$ cat config.mk
export PLATFORM = sky130hd
export DESIGN_NAME = bin2bcd_seq_ctrl
export DESIGN_NICKNAME = d
export VERILOG_FILES = /design/src/rtl/bin2bcd_seq_ctrl_pkg.sv /design/src/rtl/bin2bcd_seq_ctrl_digit_adj.sv /design/src/rtl/bin2bcd_seq_ctrl.sv
export SDC_FILE = /design/constraint.sdc
export NUM_CORES = 1
export LEC_CHECK = 0
export CORE_MARGIN = 2
export CORE_UTILIZATION = 30
export CTS_BUF_LIST = sky130_fd_sc_hd__clkbuf_4
export DETAILED_ROUTE_END_ITERATION = 10
export PLACE_DENSITY = 0.58
export SLEW_MARGIN = 20
export SYNTH_ARGS = -nofsm -noshare
export SYNTH_HDL_FRONTEND = slang
export SYNTH_SLANG_ARGS = --single-unit
$ cat constraint.sdc
create_clock -name clk -period 1.6 [get_ports clk]
set_clock_uncertainty 0.1 [all_clocks]
set_input_delay 0.32 -clock clk [delete_from_list [all_inputs] [get_ports clk]]
set_output_delay 0.32 -clock clk [all_outputs]
set_load 0.005 [all_outputs]
$ cat src/rtl/bin2bcd_seq_ctrl_pkg.sv
// Shared definitions for the sequential binary-to-BCD converter.
//   BCD_DIGIT_W : bits per packed BCD digit
//   ADJ_THRESH  : digit value at or above which the add-3 correction applies
//   ADJ_OFFSET  : correction added to a digit before each shift
//   state_e     : converter FSM states
package bin2bcd_seq_ctrl_pkg;

  localparam int unsigned BCD_DIGIT_W = 4;

  localparam logic [BCD_DIGIT_W-1:0] ADJ_THRESH = 4'd5;
  localparam logic [BCD_DIGIT_W-1:0] ADJ_OFFSET = 4'd3;

  typedef enum logic {
    IDLE  = 1'b0,
    SHIFT = 1'b1
  } state_e;

endpackage

$ cat src/rtl/bin2bcd_seq_ctrl_digit_adj.sv
// Double-dabble correction cell for one BCD digit: a digit of 5 or more
// gets 3 added so that the following left shift carries into the next digit.
//   din  : current digit value
//   dout : corrected digit value (4-bit result)
module bcd_digit_adj
  import bin2bcd_seq_ctrl_pkg::*;
(
  input  logic [BCD_DIGIT_W-1:0] din,
  output logic [BCD_DIGIT_W-1:0] dout
);

  always_comb begin
    dout = din;
    if (din >= ADJ_THRESH) begin
      dout = din + ADJ_OFFSET;
    end
  end

endmodule

$ cat src/rtl/bin2bcd_seq_ctrl.sv
// Sequential binary-to-BCD converter (shift-and-add-3, one bit per clock).
//   clk     : system clock, rising edge
//   rst_n   : asynchronous active-low reset
//   start   : conversion request, accepted only while idle
//   bin_in  : binary operand, captured on acceptance
//   busy    : conversion in progress
//   done    : one-cycle pulse when bcd_out/neg/ovf are updated
//   bcd_out : packed BCD result, digit 0 in bits [3:0]
//   neg     : result sign (always 0 for unsigned operation)
//   ovf     : magnitude did not fit in DIGITS digits
module bin2bcd_seq_ctrl
  import bin2bcd_seq_ctrl_pkg::*;
#(
  parameter int WIDTH  = 8,
  parameter int DIGITS = 3,
  parameter int SIGNED = 1
) (
  input  logic                          clk,
  input  logic                          rst_n,
  input  logic                          start,
  input  logic [WIDTH-1:0]              bin_in,
  output logic                          busy,
  output logic                          done,
  output logic [BCD_DIGIT_W*DIGITS-1:0] bcd_out,
  output logic                          neg,
  output logic                          ovf
);

  localparam int ACC_W = BCD_DIGIT_W * DIGITS;
  localparam int CNT_W = $clog2(WIDTH);
  localparam logic [CNT_W-1:0] LAST_CNT = CNT_W'(WIDTH - 1);

  state_e             state_q, state_d;
  logic [CNT_W-1:0]   cnt_q, cnt_d;
  logic [WIDTH-1:0]   mag_q, mag_d;
  logic [ACC_W-1:0]   acc_q, acc_d;
  logic               neg_r_q, neg_r_d;
  logic               ovf_r_q, ovf_r_d;
  logic               busy_q, busy_d;
  logic               done_q, done_d;
  logic [ACC_W-1:0]   bcd_q, bcd_d;
  logic               neg_q, neg_d;
  logic               ovf_q, ovf_d;

  logic [ACC_W-1:0]   acc_adj;
  logic [ACC_W-1:0]   acc_shift;
  logic [WIDTH-1:0]   mag_shift;
  logic               carry_out;
  logic               in_neg;

  for (genvar g = 0; g < DIGITS; g++) begin : g_adj
    bcd_digit_adj u_adj (
      .din  (acc_q  [g*BCD_DIGIT_W +: BCD_DIGIT_W]),
      .dout (acc_adj[g*BCD_DIGIT_W +: BCD_DIGIT_W])
    );
  end

  // {accumulator, magnitude} shifted left by one after digit correction;
  // the bit leaving the top digit is the overflow indicator.
  assign acc_shift = {acc_adj[ACC_W-2:0], mag_q[WIDTH-1]};
  assign mag_shift = {mag_q[WIDTH-2:0], 1'b0};
  assign carry_out = acc_adj[ACC_W-1];
  assign in_neg    = (SIGNED != 0) && bin_in[WIDTH-1];

  always_comb begin
    state_d = state_q;
    cnt_d   = cnt_q;
    mag_d   = mag_q;
    acc_d   = acc_q;
    neg_r_d = neg_r_q;
    ovf_r_d = ovf_r_q;
    busy_d  = busy_q;
    done_d  = 1'b0;
    bcd_d   = bcd_q;
    neg_d   = neg_q;
    ovf_d   = ovf_q;

    unique case (state_q)
      IDLE: begin
        if (start) begin
          // Negating -2^(WIDTH-1) wraps to 2^(WIDTH-1), which is exact as unsigned.
          mag_d   = in_neg ? (~bin_in + WIDTH'(1)) : bin_in;
          neg_r_d = in_neg;
          acc_d   = '0;
          ovf_r_d = 1'b0;
          cnt_d   = '0;
          busy_d  = 1'b1;
          state_d = SHIFT;
        end
      end
      SHIFT: begin
        acc_d   = acc_shift;
        mag_d   = mag_shift;
        ovf_r_d = ovf_r_q | carry_out;
        cnt_d   = cnt_q + CNT_W'(1);
        if (cnt_q == LAST_CNT) begin
          bcd_d   = acc_shift;
          neg_d   = neg_r_q;
          ovf_d   = ovf_r_q | carry_out;
          done_d  = 1'b1;
          busy_d  = 1'b0;
          cnt_d   = '0;
          state_d = IDLE;
        end
      end
      default: state_d = IDLE;
    endcase
  end

  always_ff @(posedge clk or negedge rst_n) begin
    if (!rst_n) begin
      state_q <= IDLE;
      cnt_q   <= '0;
      mag_q   <= '0;
      acc_q   <= '0;
      neg_r_q <= 1'b0;
      ovf_r_q <= 1'b0;
      busy_q  <= 1'b0;
      done_q  <= 1'b0;
      bcd_q   <= '0;
      neg_q   <= 1'b0;
      ovf_q   <= 1'b0;
    end else begin
      state_q <= state_d;
      cnt_q   <= cnt_d;
      mag_q   <= mag_d;
      acc_q   <= acc_d;
      neg_r_q <= neg_r_d;
      ovf_r_q <= ovf_r_d;
      busy_q  <= busy_d;
      done_q  <= done_d;
      bcd_q   <= bcd_d;
      neg_q   <= neg_d;
      ovf_q   <= ovf_d;
    end
  end

  assign busy    = busy_q;
  assign done    = done_q;
  assign bcd_out = bcd_q;
  assign neg     = neg_q;
  assign ovf     = ovf_q;

endmodule

======== After elaboration in Yosys (flattened, before gate mapping) ========
Cells that the tools add are included.
operators by class
  reduce and logical (&&, ||, !) cells .... 3
  multiplexer cells ....................... 21
  magnitude comparators ................... 3
  $add $sub $neg .......................... 5
  bitwise logic cells ..................... 3
  eq/ne operators ......................... 3
operator list
  operator             count
  $pmux 12 s2          1
  $mux 8               2
  $pmux 8 s2           1
  $add 4x2->4 const B  3
  $ge 4x3->1 const B   3
  $mux 12              1
  $mux 4               3
  $add 8x1->8 const B  1
  $not 8->8            1
  $mux 1               7
  $mux 3               2
  $pmux 1 s2           3
  $pmux 3 s2           1
  $reduce_and 2->1     3
  $add 3x1->3 const B  1
  $eq 3x3->1 const B   1
  $ne 2x1->1 const B   1
  $ne 2x2->1 const B   1
  $not 1->1            1
  $or 1x1->1           1
storage, ports and cells
  logic and storage cells ................. 49
  register bits after elaboration ......... 42
  output and inout bits ................... 16

======== Longest topological paths before layout ========
Gate-level depths: netlist (run 1).
  word-level depth ........................ 5
  gate-level depth with buffers ........... 6

======== By module ========
From an unflattened synthesis (run 1), not the netlist that was laid out.
unflattened totals
  cell total of the unflattened synthesis .. 187
  area total of the unflattened synthesis .. 2057.0 µm²
by module, submodules not included
  module            times used  area each (µm²)  cells an instance
  bin2bcd_seq_ctrl  1           1752.9           139
  bcd_digit_adj     3           101.3            16

======== Least setup slack after synthesis (run 1) ========
Ideal clock, no wire load.
  kind .................................... in2reg
  start point ............................. input bin_in[0]
  end point ............................... register mag_q[6]
  setup slack ............................. -0.013 ns
  stages on the path ...................... 6
  library setup time ...................... 0.126 ns
  path buffers ............................ 0
  arrival ................................. 1.387 ns
  path through ............................ inv_1 > ha_1 > or3b_4 > o31ai_4 > mux2i_1 > a221o_1
between the ends
  cells in the longest elaborated chain, start to end .. 5
RTL lines
  element               RTL line                 source
  from (decl)           bin2bcd_seq_ctrl.sv:21   input logic [WIDTH-1:0] bin_in,
  $not 8->8             bin2bcd_seq_ctrl.sv:82   mag_d = in_neg ? (~bin_in + WIDTH'(1)) : bin_in;
  $add 8x1->8           bin2bcd_seq_ctrl.sv:82
  $mux 8                bin2bcd_seq_ctrl.sv:82
  $mux 8                bin2bcd_seq_ctrl.sv:80   if (start) begin
  $pmux 8 s2            bin2bcd_seq_ctrl.sv:78   unique case (state_q)
  to (signal assigned)  bin2bcd_seq_ctrl.sv:126  mag_q <= mag_d;
  to (decl)             bin2bcd_seq_ctrl.sv:35   logic [WIDTH-1:0] mag_q, mag_d;
Every way passes these cells. The select of a mux whose other input is x is not followed.
A chain may end at the register's enable or synchronous reset.

======== Final worst setup path (run 1) ========
  start point ............................. input bin_in[2]
  end point ............................... register mag_q[6]
Same word-level chain as after synthesis.

==> impl_metrics.ini, run 1 <==
[run_status]
outcome = finished clean

[setup_path]
cp_cell_sequence = clkdlybuf4s50_1 -> or3b_4 -> o31ai_4 -> mux2i_1 -> a221o_1
slowest_stage = clkdlybuf4s50_1
worst-path-buf-inv = 1
cpPeakStageDelay_ns = 0.45
start_kind = primary input
path_max_fanout = 3
r2r-start = acc_q[0]
critPathCaptureType = register
cp.arrival_ns = 1.76
crit_family = buffers and inverters
r2r_cells = 5
rr_endpoint = bcd_out[2]
required_ns = 1.76
rrSetupSlack_ns = 0.04
path_class = primary input to register

[logic_synthesis]
yosysWarnings = 0
synth-seq-cells = 42
synth_ff_type = dfrtp_1
synth.area.top_cells = dfrtp_1 49%, ha_1 5.3%, mux2_2 4.8%, mux2i_1 4.2%, o21ai_0 3.5%
synthDominantAreaCellType = dfrtp_1
synth-edff-count = 0
syn_area_um2 = 2133
synth_seq_area_share = 0.4927
synthesis.nets = 219
synth_top_area_share = 0.4927
synthesis.instances = 199
synth.avg_cell_area_um2 = 10.72
synthArstFlopShare = 1.000
synth_cell_types = 33

[layout]
finish.utilization = 0.4324
fin_nets = 284
layout-drive-gt1-share = 0.2906
area_delta_synth_final_pct = 38.47
fin_area_um2 = 2954
num-fill-cells = 683
n_antenna_cell = 0

[detailed_routing]
drt-pass1-iter-count = 4
vias = 1656
drtIter0Drc = 23
drc = 0
antenna_left = 0
vias_per_cell = 4.587
wl_mm = 4.525
wl_per_cell_um = 12.53

[place]
place_hpwl_mm = 3.089
portBuffers = 26
placed_area_um2 = 2693
dp_slack_ns = -0.5891
finalWeightedCongestion = 0.7503

[timing]
drv_slew = 0
worst_pin_slew_ns = 0.3560
fin_crit_sh = 0.9987
layout_setup_ws_ns = 0.002098
min_period_ns = 1.598
max_freq_mhz = 625.8
tns_ns = 0
whs_ns = 0.3437
relSlewSlack = 0.7619
rsz0062_at_grt = yes
finalSetupViolCount = 0
final_hold_viol_count = 0

[grt]
busiest_layer = met2
grt_max_degree = 43
grt_pass1_wl_mm = 7.431
antenna_found_initial = 0
use_met3 = 0.03078
met2_usage = 0.2010
grt_usage = 0.1252
overflow = 0
met1_usage = 0.1615
grt_pass1_vias = 1633

[die]
die_w_um = 88.33
ios = 27
start_util = 0.3123
rows = 30
die-area_um2 = 7801
fp.dieH_um = 88.33
core_area_um2 = 6832

[power]
vdd_drop_max_mv = 0.5299
power.share.combinational = 0.482
p_leak_nw = 1.413
switching_share = 0.3403
pwr-share-seq = 0.354
p_clk_frac = 0.164
p_int_w = 0.003473
p_sw_w = 0.001791
p_per_area_nw_per_um2 = 1782

[clocking]
clock_latency_ns = 0.37
htree_levels = 2
cts_buffer_depth = 2
clk_pin_slew_worst_paths_ns = 0.13
cts_tree = built
clockRootBuffer = clkbuf_4
cts.sinks = 42
cts_buffers = 5

[min_path]
hold_class = primary input to async pin

[job]
drv_cap = 0
[worst register-to-register path: cells and delay by family, from the launching register on]
family	cells	cell delay, ns
multiplexers	2	0.45
flip-flops	1	0.45
AO/OA/AOI/OAI	1	0.16
adder cells (fa/ha/maj)	1	0.20
AND/OR/NAND/NOR	1	0.14
[worst max-delay path by stage]
stage                     startpoint     endpoint  slack, ns  depth (start not counted)
after global routing        acc_q[5]   bcd_out[6]      -0.05                          6
after CTS                   acc_q[8]  bcd_out[10]      0.009                          5
final                      bin_in[2]     mag_q[6]      0.002                          5
after global placement     bin_in[1]     mag_q[6]      -0.53                          7
after detailed placement   bin_in[1]     mag_q[6]      -0.59                          7
after floorplan            bin_in[0]     mag_q[6]      -0.01                          6
[cell usage after synthesis (3+ instances only)]
master	count
xor2_1	3
a21o_1	9
xnor2_1	4
mux2i_1	9
a21oi_1	14
clkbuf_1	5
nor2_1	9
nand2_1	17
mux2_2	9
ha_1	9
dfrtp_1	42
nor3b_1	9
inv_1	11
and2_1	3
a22o_1	4
nand2b_1	5
nor3_1	4
o21ai_0	15
[placed cells by master, fill, tap and decap left out, types with 5 or more instances in the layout]
cell | netlist | routed
a21oi_1 | 14 | 11
dlygate4sd2_1 | 0 | 17
dfrtp_1 | 42 | 42
clkdlybuf4s50_1 | 0 | 7
nor2_1 | 9 | 9
nor3b_1 | 9 | 9
o21ai_0 | 15 | 12
buf_4 | 0 | 39
inv_1 | 11 | 10
nand2_1 | 17 | 16
mux2i_1 | 9 | 8
a21o_1 | 9 | 9
mux2_2 | 9 | 6
clkbuf_4 | 0 | 5
[routing by layer]
metal / wire [µm] / up-vias / part of all wire
met1: 2164 / 810 / 0.48
met5: 0 / - / 0
met2: 2179 / 19 / 0.48
li1: - / 822 / -
met4: 69 / 0 / 0.015
met3: 113 / 5 / 0.025
[through the flow]
step | std cells | total power (W)
final | 361 | 0.005264
after global routing | 361 | 0.005692
after floorplan | 199 | 0.003158
after global placement | 344 | 0.004078
after detailed placement | 344 | 0.004126
after CTS | 359 | 0.005007
[area by class of cell]
class,count,area [µm²],area share
Inverter,12,45.04,0.01525
Clock inverter,3,68.82,0.02330
Timing Repair Buffer,67,556.8,0.1885
Sequential cell,42,1051,0.3558
Multi-Input combinational cell,136,1075,0.3638
Tap cell,96,120.1,0.04066
Clock buffer,5,37.54,0.01271
[cells by family after synthesis]
| family | count (synthesis) | synth area share |
|---|---|---|
| AOI/OAI and AO/OA | 51 | 0.1566 |
| muxes | 18 | 0.08974 |
| and+or+nand+nor | 51 | 0.1261 |
| xor gates and xnor gates | 7 | 0.02874 |
| DFF | 42 | 0.4927 |
| buffers and inverters | 21 | 0.05337 |
| adders and majority gates | 9 | 0.05279 |
[state kept, by name, indices dropped and copies added, names as in the netlist]
name	count
cnt_q	3
state_q	1
busy	1
bcd_out	12
neg	1
ovf	1
ovf_r_q	1
done	1
acc_q	12
mag_q	8
neg_r_q	1
[timing repair]
| action | CTS | global route |
|---|---|---|
| resized for setup | 24 | 22 |
| setup endpoints to repair | 26 | 15 |
| hold buffers | 1 | 0 |
| pin swaps | 0 | 3 |
| buffers inserted | 6 | 2 |
| endpoints found under the hold margin | 42 | 0 |
[power by group through the flow]
stage                     Clock [W]  Combinational, W  Sequential [W]
after CTS                  0.000892           0.00228         0.00183
after floorplan                   0           0.00136         0.00180
after global placement            0           0.00223         0.00185
after detailed placement          0           0.00227         0.00185
final                      0.000865           0.00254         0.00186
after global routing       0.000933           0.00282         0.00193
No activity file was read; power rests on OpenSTA's default activity.
==> inputs of run 2 (changes only) <==
--- a/config.mk
+++ b/config.mk
@@ -5,6 +5,7 @@
 export SDC_FILE = /design/constraint.sdc
 export NUM_CORES = 1
 export LEC_CHECK = 0
+export CAP_MARGIN = 25
 export CORE_MARGIN = 2
 export CORE_UTILIZATION = 30
 export CTS_BUF_LIST = sky130_fd_sc_hd__clkbuf_4
==> results of run 2 <==
The final DEF is identical to that of run 1; final timing and power are the same.
